### config.mk
export PLATFORM = sky130hd
export DESIGN_NAME = button_pulse_gen
export DESIGN_NICKNAME = d
export VERILOG_FILES = /design/src/rtl/btn_pkg.sv /design/src/rtl/sync_2ff.sv /design/src/rtl/button_pulse_gen.sv
export SDC_FILE = /design/constraint.sdc
export NUM_CORES = 1
export LEC_CHECK = 0
export BUFFER_PORTS_ARGS = -buffer_cell sky130_fd_sc_hd__buf_2
export CAP_MARGIN = 20
export CORE_MARGIN = 10
export CORE_UTILIZATION = 59
export DETAILED_ROUTE_END_ITERATION = 8
export PLACE_DENSITY_LB_ADDON = 0.15
export SLEW_MARGIN = 20
export SYNTH_ARGS = -nofsm -noshare
export SYNTH_HDL_FRONTEND = slang
export SYNTH_SLANG_ARGS = --single-unit
### constraint.sdc
create_clock -name clk -period 2.9 [get_ports clk]
set_clock_uncertainty 0.05 [all_clocks]
set_input_delay 0.725 -clock clk [delete_from_list [all_inputs] [get_ports clk]]
set_output_delay 0.725 -clock clk [all_outputs]
set_load 0.02 [all_outputs]
### src/rtl/btn_pkg.sv
`default_nettype none
// ============================================================================
//  Module      : btn_pkg
//  Description : Shared types and width helpers for the push-button
//                conditioning logic (debounce FSM states, counter sizing).
//  Revision    : 1.0 - initial release
// ============================================================================
package btn_pkg;

  // Debounce FSM states; the encoding is fixed so it can be observed in
  // board-level debug probes.
  typedef enum logic [1:0] {
    RELEASED    = 2'd0,
    PRESS_CHK   = 2'd1,
    PRESSED     = 2'd2,
    RELEASE_CHK = 2'd3
  } btn_state_t;

  // Bits needed to hold the values 0..n-1, never less than one bit.
  function automatic int cnt_width(input int n);
    if (n <= 1) begin
      return 1;
    end
    return $clog2(n);
  endfunction

  // Larger of two integers, for sizing a counter shared by two limits.
  function automatic int max2(input int a, input int b);
    return (a > b) ? a : b;
  endfunction

endpackage : btn_pkg
`default_nettype wire

### src/rtl/sync_2ff.sv
`default_nettype none
// ============================================================================
//  Module      : sync_2ff
//  Description : Two-flop synchroniser for asynchronous inputs, with an
//                asynchronous active-high reset clearing both stages.
//  Revision    : 1.0 - initial release
// ============================================================================
module sync_2ff #(
  parameter int WIDTH = 1
) (
  input  logic             clk,
  input  logic             reset,
  input  logic [WIDTH-1:0] d,
  output logic [WIDTH-1:0] q
);

  logic [WIDTH-1:0] r_s1;
  logic [WIDTH-1:0] r_s2;

  // Two back-to-back flops give a metastable first stage a full cycle to settle.
  always_ff @(posedge clk or posedge reset) begin
    if (reset) begin
      r_s1 <= '0;
      r_s2 <= '0;
    end else begin
      r_s1 <= d;
      r_s2 <= r_s1;
    end
  end

  assign q = r_s2;

endmodule : sync_2ff
`default_nettype wire

### src/rtl/button_pulse_gen.sv
`default_nettype none
// ============================================================================
//  Module      : button_pulse_gen
//  Description : Synchronises and debounces a raw push-button, producing a
//                one-cycle enable pulse per confirmed press (plus optional
//                auto-repeat while held) and the registered debounced level.
//  Revision    : 1.0 - initial release
// ============================================================================
module button_pulse_gen #(
  parameter int DEBOUNCE_CYCLES = 1_000_000,
  parameter bit REPEAT_EN       = 1'b0,
  parameter int REPEAT_DELAY    = 25_000_000,
  parameter int REPEAT_PERIOD   = 10_000_000
) (
  input  logic clk,
  input  logic reset,
  input  logic btn_in,
  output logic pulse,
  output logic level
);

  import btn_pkg::*;

  localparam int CNT_W  = cnt_width(DEBOUNCE_CYCLES);
  localparam int RCNT_W = cnt_width(max2(REPEAT_DELAY, REPEAT_PERIOD));

  localparam logic [CNT_W-1:0]  c_db_last     = CNT_W'(DEBOUNCE_CYCLES - 1);
  localparam logic [CNT_W-1:0]  c_cnt_one     = CNT_W'(1);
  localparam logic [RCNT_W-1:0] c_delay_last  = RCNT_W'(REPEAT_DELAY - 1);
  localparam logic [RCNT_W-1:0] c_period_last = RCNT_W'(REPEAT_PERIOD - 1);
  localparam logic [RCNT_W-1:0] c_rcnt_one    = RCNT_W'(1);

  logic              w_btn_sync;
  btn_state_t        r_state;
  btn_state_t        w_state_next;
  logic [CNT_W-1:0]  r_cnt;
  logic [RCNT_W-1:0] r_rcnt;
  logic              r_rep_phase;   // 0: waiting out the first delay, 1: periodic repeats
  logic              r_pulse;
  logic              r_level;

  logic w_db_done;
  logic w_rep_hit;
  logic w_cnt_clr;
  logic w_cnt_inc;
  logic w_rcnt_clr;
  logic w_rcnt_wrap;
  logic w_rcnt_inc;
  logic w_pulse_set;
  logic w_level_set;
  logic w_level_clr;

  sync_2ff #(
    .WIDTH (1)
  ) u_sync (
    .clk   (clk),
    .reset (reset),
    .d     (btn_in),
    .q     (w_btn_sync)
  );

  assign w_db_done = (r_cnt == c_db_last);
  assign w_rep_hit = r_rep_phase ? (r_rcnt == c_period_last) : (r_rcnt == c_delay_last);

  // State register.
  always_ff @(posedge clk or posedge reset) begin
    if (reset) begin
      r_state <= RELEASED;
    end else begin
      r_state <= w_state_next;
    end
  end

  // Next-state logic: any contrary sample in a check state aborts it.
  always_comb begin
    w_state_next = r_state;
    case (r_state)
      RELEASED: begin
        if (w_btn_sync) w_state_next = PRESS_CHK;
      end
      PRESS_CHK: begin
        if (!w_btn_sync)    w_state_next = RELEASED;
        else if (w_db_done) w_state_next = PRESSED;
      end
      PRESSED: begin
        if (!w_btn_sync) w_state_next = RELEASE_CHK;
      end
      RELEASE_CHK: begin
        if (w_btn_sync)     w_state_next = PRESSED;
        else if (w_db_done) w_state_next = RELEASED;
      end
      default: w_state_next = RELEASED;
    endcase
  end

  // Output/control decode: counter commands and pulse/level requests.
  always_comb begin
    w_cnt_clr   = 1'b0;
    w_cnt_inc   = 1'b0;
    w_rcnt_clr  = 1'b0;
    w_rcnt_wrap = 1'b0;
    w_rcnt_inc  = 1'b0;
    w_pulse_set = 1'b0;
    w_level_set = 1'b0;
    w_level_clr = 1'b0;
    case (r_state)
      RELEASED: begin
        if (w_btn_sync) w_cnt_clr = 1'b1;
      end
      PRESS_CHK: begin
        if (w_btn_sync) begin
          if (w_db_done) begin
            w_pulse_set = 1'b1;
            w_level_set = 1'b1;
            w_rcnt_clr  = 1'b1;
          end else begin
            w_cnt_inc = 1'b1;
          end
        end
      end
      PRESSED: begin
        if (!w_btn_sync) begin
          w_cnt_clr = 1'b1;
        end else if (REPEAT_EN) begin
          if (w_rep_hit) begin
            w_pulse_set = 1'b1;
            w_rcnt_wrap = 1'b1;
          end else begin
            w_rcnt_inc = 1'b1;
          end
        end
      end
      RELEASE_CHK: begin
        if (!w_btn_sync) begin
          if (w_db_done) w_level_clr = 1'b1;
          else           w_cnt_inc   = 1'b1;
        end
      end
      default: begin
        w_cnt_clr = 1'b0;
      end
    endcase
  end

  // Debounce stability counter.
  always_ff @(posedge clk or posedge reset) begin
    if (reset) begin
      r_cnt <= '0;
    end else if (w_cnt_clr) begin
      r_cnt <= '0;
    end else if (w_cnt_inc) begin
      r_cnt <= r_cnt + c_cnt_one;
    end
  end

  // Repeat counter: restarts on every repeat so it never exceeds its limits.
  always_ff @(posedge clk or posedge reset) begin
    if (reset) begin
      r_rcnt      <= '0;
      r_rep_phase <= 1'b0;
    end else if (w_rcnt_clr) begin
      r_rcnt      <= '0;
      r_rep_phase <= 1'b0;
    end else if (w_rcnt_wrap) begin
      r_rcnt      <= '0;
      r_rep_phase <= 1'b1;
    end else if (w_rcnt_inc) begin
      r_rcnt <= r_rcnt + c_rcnt_one;
    end
  end

  // Registered outputs; a pulse is suppressed if the previous cycle already pulsed.
  always_ff @(posedge clk or posedge reset) begin
    if (reset) begin
      r_pulse <= 1'b0;
      r_level <= 1'b0;
    end else begin
      r_pulse <= w_pulse_set & ~r_pulse;
      if (w_level_set)      r_level <= 1'b1;
      else if (w_level_clr) r_level <= 1'b0;
    end
  end

  assign pulse = r_pulse;
  assign level = r_level;

endmodule : button_pulse_gen
`default_nettype wire

==> impl_metrics.ini, run 1 <==
[clock_tree]
cts.reportedPaths.clkPinSlew_ns = 0.13
cts_setup_buffers = 0
root_buffer = clkbuf_4
clock_sinks = 26
tritoncts = yes
cts-root-to-sink-buffers = 2
numCtsBuffers = 3
clk-insertion-delay-late_ns = 0.31
h-tree-depth = 1
post_cts_resize_count = 0
cts.hold.buffers_added = 0

[drt]
routed_wirelength_um = 2460
initialDrtViolationCount = 49
detailroute.via_count = 1010
remaining_antenna_violation_count_after_routing = 0
route.detailed.vias_per_inst = 6.12
dr.pass1.iters = 4
drc = 0
detail_route.wl_per_cell_um = 14.9

[sta]
finalCriticalPeriod_ns = 2.34
report.final.slew_viol_count = 0
worst-slew-pin-transition_ns = 0.715
fmax_mhz = 427
hold-worst-slack_ns = 0.316
total_negative_setup_slacks_ns = 0
finalHoldViolCount = 0
finalSetupViolCount = 0
final.period_utilization = 0.808
grt_setup_unrepaired = no
max_slew_margin = 0.523

[final_layout]
layout.nets = 144
num_antenna_cells = 0
syn2layout_area_growth_pct = 5.63
layout-drive-gt1-share = 0.0870

[logic_synthesis]
mappedNetlistNets = 136
yosys_most_used_dff = dfrtp_1
ys_warn_count = 0
number_of_cells_produced_by_synthesis = 132
synth_top_cells_by_count = 26 x dfrtp_1, 11 x nand3_1, 11 x nor2_1
yosys.cell_count.top_type = dfrtp_1
average_cell_area_after_synthesis_um2 = 9.76
synthesis.area_um2 = 1290
synth_cell_type_count = 36
yosys.area.top_type_share = 0.505
ys_seq_elements = 26
synth_enable_flop_cells = 0
synth-seq-area-share = 0.505
yosys-top-cells-area = dfrtp_1 50%, xnor2_1 5.4%, nand3_1 4.3%
synth.largest_area_cell = dfrtp_1
synth_async_sr_flop_share = 1.00

[power]
static-leakage-power_nw = 0.560
switching_power_mw = 0.157
total_power_mw = 0.599
pwr-share-comb = 0.097
clock_power_share = 0.244
p_sw_frac = 0.262
maximum_vdd_ir_drop_mv = 0.277
total_power_divided_by_cell_area_nw_per_um2 = 440
internal_power_mw = 0.442
power.sequential.fraction = 0.660

[grt]
grt.met3_usage = 0.0217
antenna_found_initial = 0
groute.layer.met1.usage = 0.175
gr-max-usage-layer = met2
grt_usage = 0.127
routing_usage_on_met2 = 0.190
grt_pass1_vias = 995
globalRouteOverflowTotal = 0
grt_pass1_wl_um = 4550
grt_max_degree = 15

[place]
gpl.final_weighted_congestion = 0.809
port_buffers = 4
place.detailed.hpwl_um = 1770

[floorplanning]
placement_rows = 16
die_width_um = 66.7
floorplan.initialDensity = 0.637
placeableCoreArea_um2 = 2020
top_level_ports = 5
die_h_um = 66.7
design.die.area_um2 = 4450

[worst_setup_path]
critical_path.cell_chain = or4b_1 > or4_4 > or2_1 > o31ai_1 > a2bb2oi_1
worstSetupPathType = reg2reg
timing.critical_path.slowest_stage_cell = or4_4
cpPeakStageDelay_ns = 0.57
cp_capture_type = flop
crit_fanout = 7
worst_ep_arrival_time_ns = 2.50
cpLargestDelayFamily = simple AND/OR/NAND/NOR gates
count_of_buffer_and_inverter_cells_on_the_critical_path = 0
required_ns = 3.06
launching_element_type_of_the_critical_path = flop

[hold_path]
min-delay-path-class = reg2reg

[outcome]
status = finished clean

[flow_run]
max_cap_violations = 0
==> area by class of cell <==
class                           count  area, µm²
Clock buffer                        3       22.5
Fill cell                         174        661
Inverter                            5       18.8
Multi-Input combinational cell     98        601
Sequential cell                    26        651
Tap cell                           27       33.8
Timing Repair Buffer                6       35.0
==> worst reg2reg max path: cells and delay by family (launching register included) <==
family / cells / cell delay (ns)
AOI/OAI and AO/OA: 2 / 0.31
and+or+nand+nor: 3 / 1.44
DFF: 1 / 0.45
==> cells by family after synthesis <==
group | share of synthesized area
buf+inv | 0.0291
simple gates | 0.260
compound gates | 0.128
xor+xnor | 0.0680
flops | 0.505
fa+ha+maj | 0.00971
==> layer usage <==
layer  vias up  part of all wire
met1       471              0.48
li1        499                 -
met2        36              0.44
met5         -                 0
met3         4             0.063
met4         0             0.013
==> sequential cells by signal, indices dropped and copies added, names as in the netlist, named ones only <==
register	cells
level	1
pulse	1
r_cnt	20
r_state	1
u_sync.q	1
u_sync.r_s1	1
==> metrics by stage <==
step	cell area [µm²]	worst slack (ns)	cells	utilization
floorplan	1290	0.653	132	-
global placement	1340	0.641	162	0.662
detailed placement	1340	0.588	162	0.662
CTS	1360	0.558	165	0.673
global route	1360	0.471	165	0.673
finish	1360	0.556	165	0.673
==> layout by cell type (no fill, tap or decap), types with 2 or more instances in the layout <==
cell and n:
dfrtp_1 26, nor3_1 6, or3_1 4, nand4_1 3, clkbuf_4 3, nor2_1 11
buf_4 2, or4b_1 2, xnor2_1 8, nor4_1 3, a21oi_1 3, o211ai_1 4
xor2_1 2, or4_1 2, o31ai_1 3, o21ai_0 8, inv_1 5, nand3_1 11
buf_2 4, nand2_1 10, nand2b_1 2
==> power groups by stage <==
| stage | Sequential [mW] | Combinational (mW) | Clock (mW) |
|---|---|---|---|
| 2_1_floorplan | 0.398 | 0.0432 | 0 |
| 3_3_place_gp | 0.402 | 0.0566 | 0 |
| 3_5_place_dp | 0.402 | 0.0587 | 0 |
| 4_1_cts | 0.395 | 0.0592 | 0.149 |
| 5_1_grt | 0.399 | 0.0705 | 0.162 |
| 6_report | 0.395 | 0.0580 | 0.146 |
==> final timing paths <==
kind	from	to	slack, ns	depth (start not counted)
min reg2reg	u_sync.r_s1	u_sync.q	0.32	0
max	r_cnt[6]	level	0.56	5
min	u_sync.r_s1	u_sync.q	0.32	0
max reg2reg	r_cnt[6]	level	0.56	5
max in group asynchronous	reset	r_cnt[15]	1.88	3
min in group asynchronous	reset	u_sync.r_s1	0.35	2
Power figures use the tool's default switching activity.
==> run 2, diff against run 1 <==
==> constraint.sdc (replaced) <==
create_clock -name clk -period 2.2 [get_ports clk]
set_clock_uncertainty 0.05 [all_clocks]
set_input_delay 0.55 -clock clk [delete_from_list [all_inputs] [get_ports clk]]
set_output_delay 0.55 -clock clk [all_outputs]
set_load 0.02 [all_outputs]
==> impl_metrics.ini, run 2 (synthesis results as in run 1) <==
[outcome]
status = finished, violations left
violations = setup timing

[drt]
routed_wirelength_um = 2880
initialDrtViolationCount = 60
route.detailed.vias_per_inst = 5.99
detailroute.via_count = 1096
dr.pass1.iters = 5
drc = 0
detail_route.wl_per_cell_um = 15.7
remaining_antenna_violation_count_after_routing = 0

[worst_setup_path]
cp_capture_type = flop
worstSetupPathType = reg2reg
timing.critical_path.slowest_stage_cell = or4_4
cpPeakStageDelay_ns = 0.59
launching_element_type_of_the_critical_path = flop
required_ns = 2.36
critical_path.cell_chain = or4b_4 > or4_4 > or2_4 > o31ai_2 > a2bb2oi_1
crit_fanout = 7
worst_ep_arrival_time_ns = 2.43

[grt]
grt_pass1_wl_um = 4650
grt_max_degree = 16
globalRouteOverflowTotal = 0
grt_pass1_vias = 989
grt_usage = 0.133
antenna_found_initial = 0

[final_layout]
mostFrequentLayoutCell = dfrtp_1
num_antenna_cells = 0
regMostFlops = r_cnt
largest_register_ffs = 20
layout.nets = 162
syn2layout_area_growth_pct = 20.5
instances_no_fill = 183
layout-drive-gt1-share = 0.244
most-common-layout-cells = 26 x dfrtp_1, 20 x buf_4, 11 x nand3_1, 11 x nor2_1, 10 x nand2_1

[power]
total_power_divided_by_cell_area_nw_per_um2 = 530
p_sw_frac = 0.266
switching_power_mw = 0.219
pwr-share-comb = 0.146
power.sequential.fraction = 0.621
maximum_vdd_ir_drop_mv = 0.477
clock_power_share = 0.233
internal_power_mw = 0.604
static-leakage-power_nw = 0.667

[floorplanning]
floorplan.initialDensity = 0.637
design.die.area_um2 = 4450
die_width_um = 66.7
placement_rows = 16
die_h_um = 66.7
top_level_ports = 5
placeableCoreArea_um2 = 2020

[clock_tree]
cts-root-to-sink-buffers = 2
root_buffer = clkbuf_4
clk-insertion-delay-late_ns = 0.31
tritoncts = yes
h-tree-depth = 1
cts.reportedPaths.clkPinSlew_ns = 0.13
clock_sinks = 26
numCtsBuffers = 3

[sta]
final.period_utilization = 1.03
fmax_mhz = 440
worst-slew-pin-transition_ns = 0.465
finalSetupViolCount = 6
grt_setup_unrepaired = yes
max_slew_margin = 0.686
finalCriticalPeriod_ns = 2.27
total_negative_setup_slacks_ns = -0.240
report.final.slew_viol_count = 0
finalHoldViolCount = 0
post-route-worst-setup-slack_ns = -0.0749

[place]
gpl.final_weighted_congestion = 0.856
place.detailed.hpwl_um = 2040
port_buffers = 4
dp.cells = 177

[hold_path]
min-delay-path-class = in2async

[flow_run]
max_cap_violations = 0
run 2: per-stage QoR:
step | hold slack, ns | setup slack, ns | power [mW] | util | cell area, µm²
global placement | 0.282 | -0.0168 | 0.628 | 0.718 | 1450
global route | 0.195 | -0.119 | 0.865 | 0.768 | 1550
floorplan | 0.281 | -0.0472 | 0.581 | - | 1290
detailed placement | 0.319 | -0.120 | 0.632 | 0.718 | 1450
finish | 0.161 | -0.0749 | 0.823 | 0.768 | 1550
CTS | 0.178 | -0.0377 | 0.820 | 0.733 | 1480
run 2: final cells by class:
type | instances | area, µm²
Clock buffer | 3 | 22.5
Fill cell | 154 | 469
Inverter | 5 | 18.8
Multi-Input combinational cell | 98 | 657
Sequential cell | 26 | 651
Tap cell | 27 | 33.8
Timing Repair Buffer | 24 | 170
run 2: path summary, 6_finish.rpt:
kind / slack [ns] / cells past startpoint / to / startpoint
worst max-delay path: -0.07 / 5 / level / r_cnt[6]
worst min-delay path: 0.16 / 2 / r_cnt[8] / reset
worst max register to register: -0.07 / 5 / level / r_cnt[6]
worst min register to register: 0.34 / 0 / u_sync.q / u_sync.r_s1
max in group asynchronous: 1.37 / 3 / r_cnt[3] / reset
min in group clk: 0.28 / 1 / u_sync.r_s1 / btn_in
run 2: power groups by stage:
| stage | logic [mW] | clock network [mW] | registers, mW |
|---|---|---|---|
| finish | 0.120 | 0.192 | 0.511 |
| global route | 0.135 | 0.217 | 0.513 |
| CTS | 0.115 | 0.195 | 0.510 |
| detailed placement | 0.113 | 0 | 0.519 |
| global placement | 0.110 | 0 | 0.518 |
| floorplan | 0.0570 | 0 | 0.524 |
run 2: routing by layer:
metal	part of all wire	global-route usage
met5	0	0
met4	0.021	0.0471
met3	0.063	0.0351
met2	0.46	0.203
met1	0.45	0.174
run 2: critical path: cells and delay by family, from the launching register on:
family	cells	cell delay [ns]
flops	1	0.41
compound gates	2	0.29
simple gates	3	1.42
run 2: timing repair:
action / 4_1_cts / 5_1_grt
resized for setup: 2 / 10
buffers inserted: 0 / 3
pin swaps: 1 / 7
endpoints found under the setup margin: 9 / 13
hold buffers: 0 / 0
